$ cat src/rtl/pci_arb_pkg.sv
// ---------------------------------------------------------------------------
// pci_arb_pkg
// Shared types and helpers for the AmigaPCI bus arbiter.
//   arb_state_e : arbiter FSM states (ARB, GRANT, DEAD)
//   MAX_REQ     : widest requester vector the helper function handles
//   MAX_IDW     : index width for MAX_REQ requesters
//   rr_pick_t   : result of a round-robin search (found flag + index)
//   next_rr()   : round-robin search starting one past ptr, wrapping at num
// The per-instance index width (IDW = $clog2(NUM_REQ)) is derived inside each
// module from its own NUM_REQ parameter, since a package cannot see it.
// ---------------------------------------------------------------------------
package pci_arb_pkg;

  typedef enum logic [1:0] {
    ARB   = 2'd0,
    GRANT = 2'd1,
    DEAD  = 2'd2
  } arb_state_e;

  localparam int MAX_REQ = 8;
  localparam int MAX_IDW = $clog2(MAX_REQ);

  typedef struct packed {
    logic               found;
    logic [MAX_IDW-1:0] idx;
  } rr_pick_t;

  // Search req_vec (active-high) from ptr+1 upward, wrapping at num, and
  // return the first requesting index. ptr must be below num, so ptr+i never
  // exceeds 2*num-1 and a single subtraction performs the wrap.
  function automatic rr_pick_t next_rr(input logic [MAX_REQ-1:0] req_vec,
                                       input logic [MAX_IDW-1:0] ptr,
                                       input int                 num);
    rr_pick_t   r;
    logic [3:0] cand;
    r.found = 1'b0;
    r.idx   = '0;
    for (int i = 1; i <= MAX_REQ; i++) begin
      cand = {1'b0, ptr} + 4'(i);
      if (cand >= 4'(num)) cand = cand - 4'(num);
      if ((i <= num) && !r.found && req_vec[cand[MAX_IDW-1:0]]) begin
        r.found = 1'b1;
        r.idx   = cand[MAX_IDW-1:0];
      end
    end
    return r;
  endfunction

endpackage

$ cat src/rtl/pci_arb_rr_pick.sv
// ---------------------------------------------------------------------------
// pci_arb_rr_pick
// Combinational round-robin picker. Usable by any requester/grant arbiter.
// Ports:
//   req    in  NUM_REQ  active-high request vector
//   ptr    in  IDW      index of the last winner; search starts at ptr+1
//   winner out IDW      first requesting index in round-robin order
//   found  out 1        high when any request bit is set
// ---------------------------------------------------------------------------
module pci_arb_rr_pick
  import pci_arb_pkg::*;
#(
  parameter  int NUM_REQ = 4,
  localparam int IDW     = $clog2(NUM_REQ)
) (
  input  logic [NUM_REQ-1:0] req,
  input  logic [IDW-1:0]     ptr,
  output logic [IDW-1:0]     winner,
  output logic               found
);

  logic [MAX_REQ-1:0] req_ext;
  logic [MAX_IDW-1:0] ptr_ext;
  rr_pick_t           pick;

  always_comb begin
    req_ext = MAX_REQ'(req);
    ptr_ext = MAX_IDW'(ptr);
    pick    = next_rr(req_ext, ptr_ext, NUM_REQ);
    winner  = IDW'(pick.idx);
    found   = pick.found;
  end

endmodule

$ cat src/rtl/pci_bus_arbiter.sv
// ---------------------------------------------------------------------------
// pci_bus_arbiter
// Central PCI bus arbiter: round-robin grants, bus parking on PARK_ID and an
// idle-grant timeout. All outputs are registered.
// Ports:
//   PCICLK    in  1        clock
//   RESET     in  1        synchronous, active-high reset
//   nREQ      in  NUM_REQ  active-low requests (already in PCICLK domain)
//   nFRAME    in  1        PCI FRAME#, active low
//   nIRDY     in  1        PCI IRDY#, active low
//   nGNT      out NUM_REQ  active-low one-hot grants
//   OWNER     out IDW      current / last grantee
//   GNT_VALID out 1        high while any grant is driven
//   dbg_state out 2        current FSM state, for observation only
// Build option: define ARB_HOST_PRIORITY_EN to make requester 0 (host bridge)
// win every arbitration it takes part in.
//
// Handshake: an agent asserts nREQ[i] low and holds it until it sees
// nGNT[i] low with the bus idle; nGNT is withdrawn when the owner releases
// REQ#, when another agent is waiting once the owner has started a
// transaction, or after IDLE_TIMEOUT idle clocks while another agent waits.
// Every grant is separated from the next by one DEAD and one ARB clock.
// ---------------------------------------------------------------------------
module pci_bus_arbiter
  import pci_arb_pkg::*;
#(
  parameter  int NUM_REQ      = 4,
  parameter  int PARK_ID      = 0,
  parameter  int IDLE_TIMEOUT = 16,
  localparam int IDW          = $clog2(NUM_REQ)
) (
  input  logic               PCICLK,
  input  logic               RESET,
  input  logic [NUM_REQ-1:0] nREQ,
  input  logic               nFRAME,
  input  logic               nIRDY,
  output logic [NUM_REQ-1:0] nGNT,
  output logic [IDW-1:0]     OWNER,
  output logic               GNT_VALID,
  output arb_state_e         dbg_state
);

  localparam logic [7:0]     IDLE_TO  = 8'(IDLE_TIMEOUT);
  localparam logic [IDW-1:0] PARK_IDX = IDW'(PARK_ID);

  arb_state_e         state_q, state_d;
  logic [IDW-1:0]     rr_ptr_q, rr_ptr_d;
  logic [7:0]         cnt_q, cnt_d;
  logic               frame_seen_q, frame_seen_d;
  logic [NUM_REQ-1:0] ngnt_q, ngnt_d;
  logic [IDW-1:0]     owner_q, owner_d;
  logic               gnt_valid_q, gnt_valid_d;

  logic [NUM_REQ-1:0] req;
  logic [NUM_REQ-1:0] owner_mask;
  logic               bus_idle;
  logic               any_req;
  logic               other_pending;
  logic               park_hold;
  logic               idle_count_en;
  logic [7:0]         cnt_next;
  logic               exit_grant;
  logic [IDW-1:0]     pick_winner;
  logic               pick_found;
  logic [IDW-1:0]     arb_winner;

  pci_arb_rr_pick #(.NUM_REQ(NUM_REQ)) u_rr_pick (
    .req    (req),
    .ptr    (rr_ptr_q),
    .winner (pick_winner),
    .found  (pick_found)
  );

  // Grant-tenure bookkeeping, evaluated every clock but only used in GRANT.
  always_comb begin
    req           = ~nREQ;
    bus_idle      = nFRAME & nIRDY;
    owner_mask    = NUM_REQ'(1) << owner_q;
    any_req       = |req;
    other_pending = |(req & ~owner_mask);
    // A parked owner with nobody asking keeps the bus without a timeout.
    park_hold     = (owner_q == PARK_IDX) && !any_req;
    idle_count_en = bus_idle && !frame_seen_q && !park_hold;
    if (!idle_count_en)          cnt_next = 8'd0;
    else if (cnt_q >= IDLE_TO)   cnt_next = IDLE_TO;
    else                         cnt_next = cnt_q + 8'd1;
    exit_grant = (!req[owner_q] && !park_hold)
              || (frame_seen_q && other_pending)
              || ((cnt_next == IDLE_TO) && other_pending);
  end

  always_comb begin
`ifdef ARB_HOST_PRIORITY_EN
    if (req[0])          arb_winner = '0;
    else if (pick_found) arb_winner = pick_winner;
    else                 arb_winner = PARK_IDX;
`else
    if (pick_found)      arb_winner = pick_winner;
    else                 arb_winner = PARK_IDX;
`endif
  end

  always_comb begin
    state_d      = state_q;
    rr_ptr_d     = rr_ptr_q;
    cnt_d        = cnt_q;
    frame_seen_d = frame_seen_q;
    ngnt_d       = ngnt_q;
    owner_d      = owner_q;
    gnt_valid_d  = gnt_valid_q;
    case (state_q)
      ARB: begin
        ngnt_d       = ~(NUM_REQ'(1) << arb_winner);
        owner_d      = arb_winner;
        gnt_valid_d  = 1'b1;
        cnt_d        = 8'd0;
        frame_seen_d = 1'b0;
        state_d      = GRANT;
      end
      GRANT: begin
        frame_seen_d = frame_seen_q | ~nFRAME;
        cnt_d        = cnt_next;
        if (exit_grant) begin
          ngnt_d       = '1;
          gnt_valid_d  = 1'b0;
          rr_ptr_d     = owner_q;
          cnt_d        = 8'd0;
          frame_seen_d = 1'b0;
          state_d      = DEAD;
        end
      end
      DEAD: begin
        state_d = ARB;
      end
      default: begin
        ngnt_d      = '1;
        gnt_valid_d = 1'b0;
        state_d     = DEAD;
      end
    endcase
  end

  always_ff @(posedge PCICLK) begin
    if (RESET) begin
      state_q      <= DEAD;
      rr_ptr_q     <= PARK_IDX;
      cnt_q        <= 8'd0;
      frame_seen_q <= 1'b0;
      ngnt_q       <= '1;
      owner_q      <= PARK_IDX;
      gnt_valid_q  <= 1'b0;
    end else begin
      state_q      <= state_d;
      rr_ptr_q     <= rr_ptr_d;
      cnt_q        <= cnt_d;
      frame_seen_q <= frame_seen_d;
      ngnt_q       <= ngnt_d;
      owner_q      <= owner_d;
      gnt_valid_q  <= gnt_valid_d;
    end
  end

  assign nGNT      = ngnt_q;
  assign OWNER     = owner_q;
  assign GNT_VALID = gnt_valid_q;
  assign dbg_state = state_q;

endmodule

$ cat config.mk
export PLATFORM = sky130hd
export DESIGN_NAME = pci_bus_arbiter
export DESIGN_NICKNAME = d
export VERILOG_FILES = /design/src/rtl/pci_arb_pkg.sv /design/src/rtl/pci_arb_rr_pick.sv /design/src/rtl/pci_bus_arbiter.sv
export SDC_FILE = /design/constraint.sdc
export NUM_CORES = 1
export LEC_CHECK = 0
export CAP_MARGIN = 20
export CORE_MARGIN = 5
export CORE_UTILIZATION = 25
export CTS_CLUSTER_DIAMETER = 100
export DETAILED_ROUTE_END_ITERATION = 8
export GPL_ROUTABILITY_DRIVEN = 0
export PLACE_DENSITY = 0.41
export SETUP_SLACK_MARGIN = 0.5
export SYNTH_ARGS = -nofsm -noshare
export SYNTH_HDL_FRONTEND = slang
export SYNTH_HIERARCHICAL = 1
export SYNTH_SLANG_ARGS = --single-unit
export TNS_END_PERCENT = 100
$ cat constraint.sdc
create_clock -name PCICLK -period 2.9 [get_ports PCICLK]
set_clock_uncertainty 0.15 [all_clocks]
set_input_delay 0.435 -clock PCICLK [delete_from_list [all_inputs] [get_ports PCICLK]]
set_output_delay 0.435 -clock PCICLK [all_outputs]
set_load 0.01 [all_outputs]
Yosys cells after proc, flatten, opt, wreduce, memory -nomap -nowiden:

Cells that the tools add are included.

* output and inout port bits: 9
* register bits: 20
* memories: 0
* latch bits: 0
* input port bits: 8
* memory bits (writable): 0
* bits in read-only memories: 0

* $add $sub $neg: 9
* shift operators: 2
* bitwise gates (word level): 8
* reduce and logical (&&, ||, !) cells: 25
* muxes and demuxes: 31
* equal/unequal tests: 4
* multiply operators: 0
* div/mod/pow operators: 0
* $lt $le $gt $ge: 10

Operators by type and width (number)
* 8-bit two-way mux: 3
* 4-bit two-way mux: 5
* 4-bit by 3-bit greater-or-equal comparator with 1-bit output, second input constant: 4
* 3-bit by 4-bit < comparator with 1-bit output, second input constant: 4
* 8-bit one-hot mux with 2 select lines: 1
* 1-bit binary-select mux with 3-bit select: 4
* 3-bit two-way mux: 4
* 4-bit inverter: 3
* 4-bit one-hot mux with 3 select lines: 1
* 3-bit subtractor, second input constant: 4
* 1-bit logical AND: 9
* 8-bit by 1-bit adder with 8-bit output, second input constant: 1
* 8-bit by 5-bit == test with 1-bit output, second input constant: 1
* 8-bit by 5-bit greater-or-equal comparator with 1-bit output, second input constant: 1
* 4-bit OR reduction: 2
* 1-bit by 2-bit << shifter with 4-bit output, first input constant: 2
* 1-bit logical NOT: 7
* 1-bit two-way mux: 7
* 2-bit by 2-bit adder with 3-bit output, second input constant: 2
* 2-bit one-hot mux with 3 select lines: 1
* 2-bit by 3-bit adder with 4-bit output, second input constant: 1
* 4-bit bitwise AND: 1
* 2-bit logical NOT: 2
* 2-bit two-way mux: 2
* other kinds (14): 17

Depth between registers and ports, before layout:

* depth after elaboration: 19
* mapped depth: 11
* depth with buffers taken out: 10

Hierarchy:

The synthesis kept the hierarchy.

Modules (own cells, without submodules)
* pci_bus_arbiter: area an instance 1052.3 um2, sequential area each 400.4 um2, instances 1, cells an instance 122
* pci_arb_rr_pick: area an instance 262.8 um2, sequential area each 0.0 um2, instances 1, cells an instance 30

Worst setup path before layout:

OpenSTA, ideal clock, no wires.

* kind: reg2reg
* start point: register rr_ptr_q[0]
* end point: register ngnt_q[3], in the netlist nGNT[3]
* clock period less this slack: 2.430 ns
* setup slack: 0.470 ns
* stages on the path, launching flop included: 11
* required time: 2.630 ns
* setup time: 0.120 ns
* arrival: 2.160 ns
* cells stage by stage: dfxtp_1 -> buf_6 -> inv_1 -> ha_1 -> mux4_2 -> nand2b_1 -> a21o_1 -> a21oi_1 -> nand4_1 -> a21oi_1 -> nand2_1

* word-level cells in the longest chain between the ends: 19

RTL lines
* start: declaration: line pci_bus_arbiter.sv:47 `logic [IDW-1:0] rr_ptr_q, rr_ptr_d;`
* start signal: assignment: line pci_bus_arbiter.sv:154 `rr_ptr_q <= rr_ptr_d;`
* 2-bit by 1-bit adder with 3-bit output: line pci_arb_pkg.sv:39 `cand = {1'b0, ptr} + 4'(i);`
* 4-bit by 3-bit greater-or-equal comparator with 1-bit output or 3-bit subtractor (tied branches): line pci_arb_pkg.sv:40 `if (cand >= 4'(num)) cand = cand - 4'(num);`
* 3-bit two-way mux: line pci_arb_pkg.sv:40
* 1-bit binary-select mux with 3-bit select: line pci_arb_pkg.sv:41 `if ((i <= num) && !r.found && req_vec[cand[MAX_IDW-1:0]]) begin`
* 1-bit two-way mux (implied by the code): line pci_arb_pkg.sv:41
* 4-bit two-way mux: line pci_arb_pkg.sv:41
* 1-bit logical NOT: line pci_arb_pkg.sv:41
* 1-bit logical AND: line pci_arb_pkg.sv:41
* (+4 left out)
* 1-bit logical NOT: line pci_arb_pkg.sv:41
* 1-bit logical AND: line pci_arb_pkg.sv:41
* 4-bit two-way mux (*): line pci_arb_pkg.sv:41
* named net pick_winner[0]: line pci_bus_arbiter.sv:63 `logic [IDW-1:0] pick_winner;`
* 2-bit two-way mux (*): line pci_bus_arbiter.sv:98 `if (pick_found) arb_winner = pick_winner;`
* 1-bit by 2-bit << shifter with 4-bit output (*): line pci_bus_arbiter.sv:113 `ngnt_d = ~(NUM_REQ'(1) << arb_winner);`
* 4-bit inverter (*): line pci_bus_arbiter.sv:113
* 4-bit one-hot mux with 3 select lines (*): line pci_bus_arbiter.sv:111 `case (state_q)`
* end signal: assignment: line pci_bus_arbiter.sv:157 `ngnt_q <= ngnt_d;`
* end: declaration: line pci_bus_arbiter.sv:50 `logic [NUM_REQ-1:0] ngnt_q, ngnt_d;`

Mark *: on every way through the listed nets, which the timed path passes. The rest lies on a longest branch. The select of a mux whose other input is x is not followed.
A chain may end at the register's enable or synchronous reset.

Worst setup path after layout:

* start point: register rr_ptr_q[0]
* end point: register ngnt_q[1], in the netlist nGNT[1]

Same word-level chain as after synthesis.

==> flow_summary.toml <==
[status]
outcome = "completed"

[global_route]
antenna_found_initial = 0
grt_max_degree = 15
gr-total-overflow = 0
grt_usage_pct = 10.58
grt_pass1_vias = 1132
grt_pass1_wl_um = 5526

[layout]
final_common_cell = "dfxtp_1"
synthToLayoutAreaGrowth_pct = 32.16
drive_gt1_share_pct = 24.57
antenna_cells = 0
final_cell_mix = "dfxtp_1 (18), nand2_1 (14), clkdlybuf4s50_1 (12)"
nFillCells = 547
layoutNonFillerInstCount = 245
nNetsFinal = 187

[power]
ir_worst_vdd_uv = 163.0
p_per_area_nw_per_um2 = 422.5
power_uw = 734.3
p_leak_uw = 0.0006759
sw_frac_of_total_pct = 26.52
p_clk_share_pct = 38.5
p_sw_uw = 194.7
power.internal_uw = 539.6
pwr-share-comb_pct = 20.9
p_seq_share_pct = 40.6

[logic_synthesis]
synth.avg_cell_area_um2 = 8.651
synth_cells = 152
syn_nets = 163
synth_seq_cells = 20
syn-cell-area_um2 = 1315
yosysSeqAreaShare_pct = 30.45
yosysUniqueCellTypes = 51
synth_edf_count = 0
synth-main-ff-cell = "dfxtp_1"
ys_warn_count = 6
synth-async-reset-ratio_pct = 0

[critical_path]
arrival_ns = 2.32
setup.worst_path.end_class = "flip-flop"
worstPathRequired_ns = 2.94
r2r_cells = 10
slowest_stage = "mux4_2"
crit_family = "compound AO/OA/AOI/OAI gates"
crit_chain = "inv_2 -> ha_4 -> mux4_2 -> nor2_2 -> nand4b_1 -> o31ai_4 -> nor2_1 -> a32oi_1 -> nor3_1 -> a41oi_1"
ff2ff_setup_slack_ns = 0.61
start_kind = "flip-flop"
criticalPathCategory = "flip-flop to flip-flop"
r2r-start = "rr_ptr_q[0]$_SDFFE_PP0P_"
max_stage_delay_ns = 0.40
path_buf_inv = 1
cp_max_fo = 6
r2r_end = "nGNT[1]$_SDFFE_PP1P_"

[floorplanning]
dieArea_um2 = 6810
dieWidth_um = 82.53
rows = 26
core_area_um2 = 5107
io_pins = 17
die_y_um = 82.53
start_util_pct = 25.75

[sta]
fin_crit_ns = 2.286
fmax_ghz = 0.4374
slew_headroom_pct = 60.92
fin_setup_tns_ns = 0
finalHoldViolCount = 0
setup_viol = 0
worstMarginPinSlew_ns = 0.5808
rsz0062_at_grt = "true"
drv_slew = 0
period_share_pct = 78.84

[drt]
routed_via_density = 5.049
firstDrtPassIters = 4
wl_um = 3489
first_iter_violations = 77
num_vias = 1237
antenna_left = 0
wl_per_cell_um = 14.24
drc = 0

[min_path]
hp-class = "flip-flop to flip-flop"
hp-start = "cnt_q[4]$_SDFFE_PP0P_"
min_to = "cnt_q[4]$_SDFFE_PP0P_"
holdPathStages = 2

[place]
hpwl_um = 2621
dp.cells = 238
port_buffers = 16

[cts]
cts_tree = "done"
cts_root_buf = "clkbuf_8"
numCtsBuffers = 3
cts_max_level = 1
clk_latency_ns = 0.26
clock_sinks = 20
clk_pin_slew_ns = 0.08
cts_buffer_depth = 2

[run]
drv_cap = 0
## what timing repair did
action / CTS / global route
resized for setup: 18 / 10
hold buffers: 0 / 0
endpoints found under the setup margin: 5 / 4
pin swaps: 7 / 4
setup buffers: 0 / 3
## worst reg2reg max path: stages (launching register included)
cell	delay [ns]
dfxtp_2	0.35
inv_2	0.05
ha_4	0.30
mux4_2	0.40
nor2_2	0.17
nand4b_1	0.17
o31ai_4	0.12
nor2_1	0.07
a32oi_1	0.21
nor3_1	0.07
a41oi_1	0.17
## state kept, by name, indices dropped and copies added (netlist names)
signal and cells:
cnt_q 8, nGNT 4, OWNER 2, dbg_state 2, rr_ptr_q 2, GNT_VALID 1
frame_seen_q 1
## cell type report
type / count / area (um2) / area share [%]
Multi-Input combinational cell: 113 / 889.6 / 51.19
Tap cell: 70 / 87.58 / 5.040
Clock buffer: 3 / 41.29 / 2.376
Inverter: 12 / 45.04 / 2.592
Timing Repair Buffer: 26 / 239.0 / 13.75
Clock inverter: 1 / 30.03 / 1.728
Sequential cell: 20 / 405.4 / 23.33
## cell usage after synthesis, types with 4 or more instances
cell type	number	share of area, %
nand3b_1	4	2.3
inv_1	12	3.4
nand3_1	4	1.5
a21oi_1	8	3.0
dfxtp_1	20	30
nand4_1	4	1.9
and3_1	5	2.4
nand2_1	14	4.0
o21ai_1	4	1.5
o21ai_0	6	2.3
nor2_1	11	3.1
## how the worst max path moves through the flow
stage                                         from                   end  slack [ns]  cells past startpoint
after floorplan           rr_ptr_q[0]$_SDFFE_PP0P_  nGNT[0]$_SDFFE_PP1P_        0.52                     10
after global placement                     nREQ[0]  nGNT[0]$_SDFFE_PP1P_       -0.02                      9
after detailed placement                   nREQ[0]  nGNT[0]$_SDFFE_PP1P_       -0.07                      9
after CTS                 rr_ptr_q[1]$_SDFFE_PP0P_  nGNT[1]$_SDFFE_PP1P_        0.50                      8
after global routing      rr_ptr_q[0]$_SDFFE_PP0P_  nGNT[1]$_SDFFE_PP1P_        0.47                     10
final                     rr_ptr_q[0]$_SDFFE_PP0P_  nGNT[1]$_SDFFE_PP1P_        0.61                     10
## routing by layer
metal	GRT usage, %	vias up	part of all wire (%)
met2	18.67	15	53
met4	3.105	0	0.72
met3	1.844	4	1.9
met5	0	-	0
li1	-	611	-
met1	13.07	607	44
## stage by stage
| step | util [%] | worst slack (ns) | hold slack, ns | area (um2) |
|---|---|---|---|---|
| 6_report | 34.03 | 0.6135 | 0.3040 | 1738 |
| 5_1_grt | 34.03 | 0.4707 | 0.3206 | 1738 |
| 3_3_place_gp | 30.67 | -0.02249 | 0.2966 | 1567 |
| 2_1_floorplan | - | 0.5174 | 0.2753 | 1319 |
| 4_1_cts | 32.78 | 0.5046 | 0.3069 | 1674 |
| 3_5_place_dp | 30.67 | -0.06593 | 0.2950 | 1567 |
## power groups by stage
stage | sequential, uW | combinational (uW) | clock (uW)
global placement | 305 | 141 | 0
global route | 300 | 167 | 300
CTS | 299 | 150 | 293
floorplan | 301 | 93.0 | 0
finish | 298 | 154 | 283
detailed placement | 305 | 143 | 0
## kinds of logic (layout without fill, tap and decap cells)
kind of cell | Yosys count | after routing | share of synthesized area (%)
adder cells (fa/ha/maj) | 3 | 3 | 2.855
buffers and inverters | 19 | 42 | 7.421
multiplexers | 8 | 8 | 9.419
XOR/XNOR | 1 | 1 | 0.6662
flip-flops | 20 | 20 | 30.45
AND/OR/NAND/NOR | 56 | 56 | 23.69
AO/OA/AOI/OAI | 45 | 45 | 25.50
Note: power is estimated with default switching activity, not from simulation.
==> RTL edit: new RTL, same settings <==
The option `ARB_HOST_PRIORITY_EN` is turned on by a define.
--- a/src/rtl/pci_bus_arbiter.sv
+++ b/src/rtl/pci_bus_arbiter.sv
@@ -23,2 +23,4 @@
 // ---------------------------------------------------------------------------
+`define ARB_HOST_PRIORITY_EN
+
 module pci_bus_arbiter
Check against the original RTL: not equivalent (Yosys sat finds a counterexample within 4 cycles, from zero or initial values and one cycle with RESET high).
==> RTL edit against the original RTL <==
  * Sequential power shrank 2%
  * Power is 3.7% lower
  * Cell area grew 5.3%
  * Routed wire length fell by 5.0%
  * Area after synthesis increased by 3.4%
  * Critical path depth did not move
  * Sequential cell count stayed put
  * Maximum frequency decreased by 2.1%
  * Global-route usage decreased by 0.80 points
  * Worst setup slack worse by 49 ps
==> RTL edit: results (changes against the original RTL) <==
Run status:
- The run finished with clean final reports.

Worst hold path:
- In this run the most critical hold path is launched from cnt_q[6].

Final layout:
- The fraction of area in registers is 22.2% (-1.1 points).
- The non-clock inverter total of the final layout is 11 (-1).
- The layout cell share with drive strength beyond 1 is 28.2% (+3.7 points).
- The fraction of area in multi-input gates came to 52.6% (+1.4 points).
- The total number of nets in the final design is 189 (+1.1%).
- The non-clock buffer count in the final layout was 29 (+12%).
- The share of final layout cell area taken by clock buffers and inverters came to 3.90% (-0.20 points).

Placed design:
- The placed wire-length estimate came to 2.47 mm (-5.9%).

Die:
- The overall die area is 7010 um2 (+3.0%).

CTS:
- The buffer count from post-CTS setup fixing is 7 (+7).
- The post-cts sizing count is 23 (+5).

Global routing:
- The global-route track usage on met1 came to 12.9% (-0.21 points).

Power:
- The total power divided by cell area was 387 nW/um2 (-8.5%).
- The share of total power in sequential cells is 41.5% (+0.9 points).

Logic synthesis:
- By area the synthesized netlist is led by dfxtp_1, mux4_2, nand2_1, mux2i_1, inv_1.
- The mean cell area of the mapped netlist is 9.19 um2 (+6.2%).
- The distinct cell type count after synthesis is 53 (+3.9%).

STA:
- The worst slack on hold paths is 311 ps (+6.68 ps).
- The period utilization is 80.5% (+1.7 points).

Detailed routing:
- The detailed-routed wire length on met2 is 1.51 mm (-19%).
- The routed length per placed instance was 13.4 um (-5.8%).
- The met3 routed wirelength is 194 um (+190%).
- The number of vias in the routed layout came to 1202 (-2.8%).
- The violation count after the first detailed-routing iteration came to 49 (-36%).

Setup path:
- The minimum setup slack among reg-to-reg paths came to 560 ps (-50 ps).
## RTL edit: changes by cell type in the layout (fill, tap and decap cells not counted), sizes merged, moves of 3 or more
| cell | unedited run | this run |
|---|---|---|
| o21ai | 11 | 6 |
| or3 | 0 | 4 |
| and3 | 5 | 2 |
| buf | 10 | 13 |
| nand4 | 4 | 1 |
## RTL edit: cell families (layout without fill, tap and decap cells)
| kind of cell | after synthesis | in the layout | share of synthesized area [%] |
|---|---|---|---|
| adders and majority gates | 3 | 3 | 2.76 |
| muxes | 10 | 10 | 11.1 |
| and+or+nand+nor | 58 | 58 | 23.9 |
| AOI/OAI and AO/OA | 41 | 41 | 26.1 |
| xor gates and xnor gates | 1 | 1 | 0.644 |
| DFF | 20 | 20 | 29.4 |
| buffers and inverters | 15 | 44 | 5.98 |
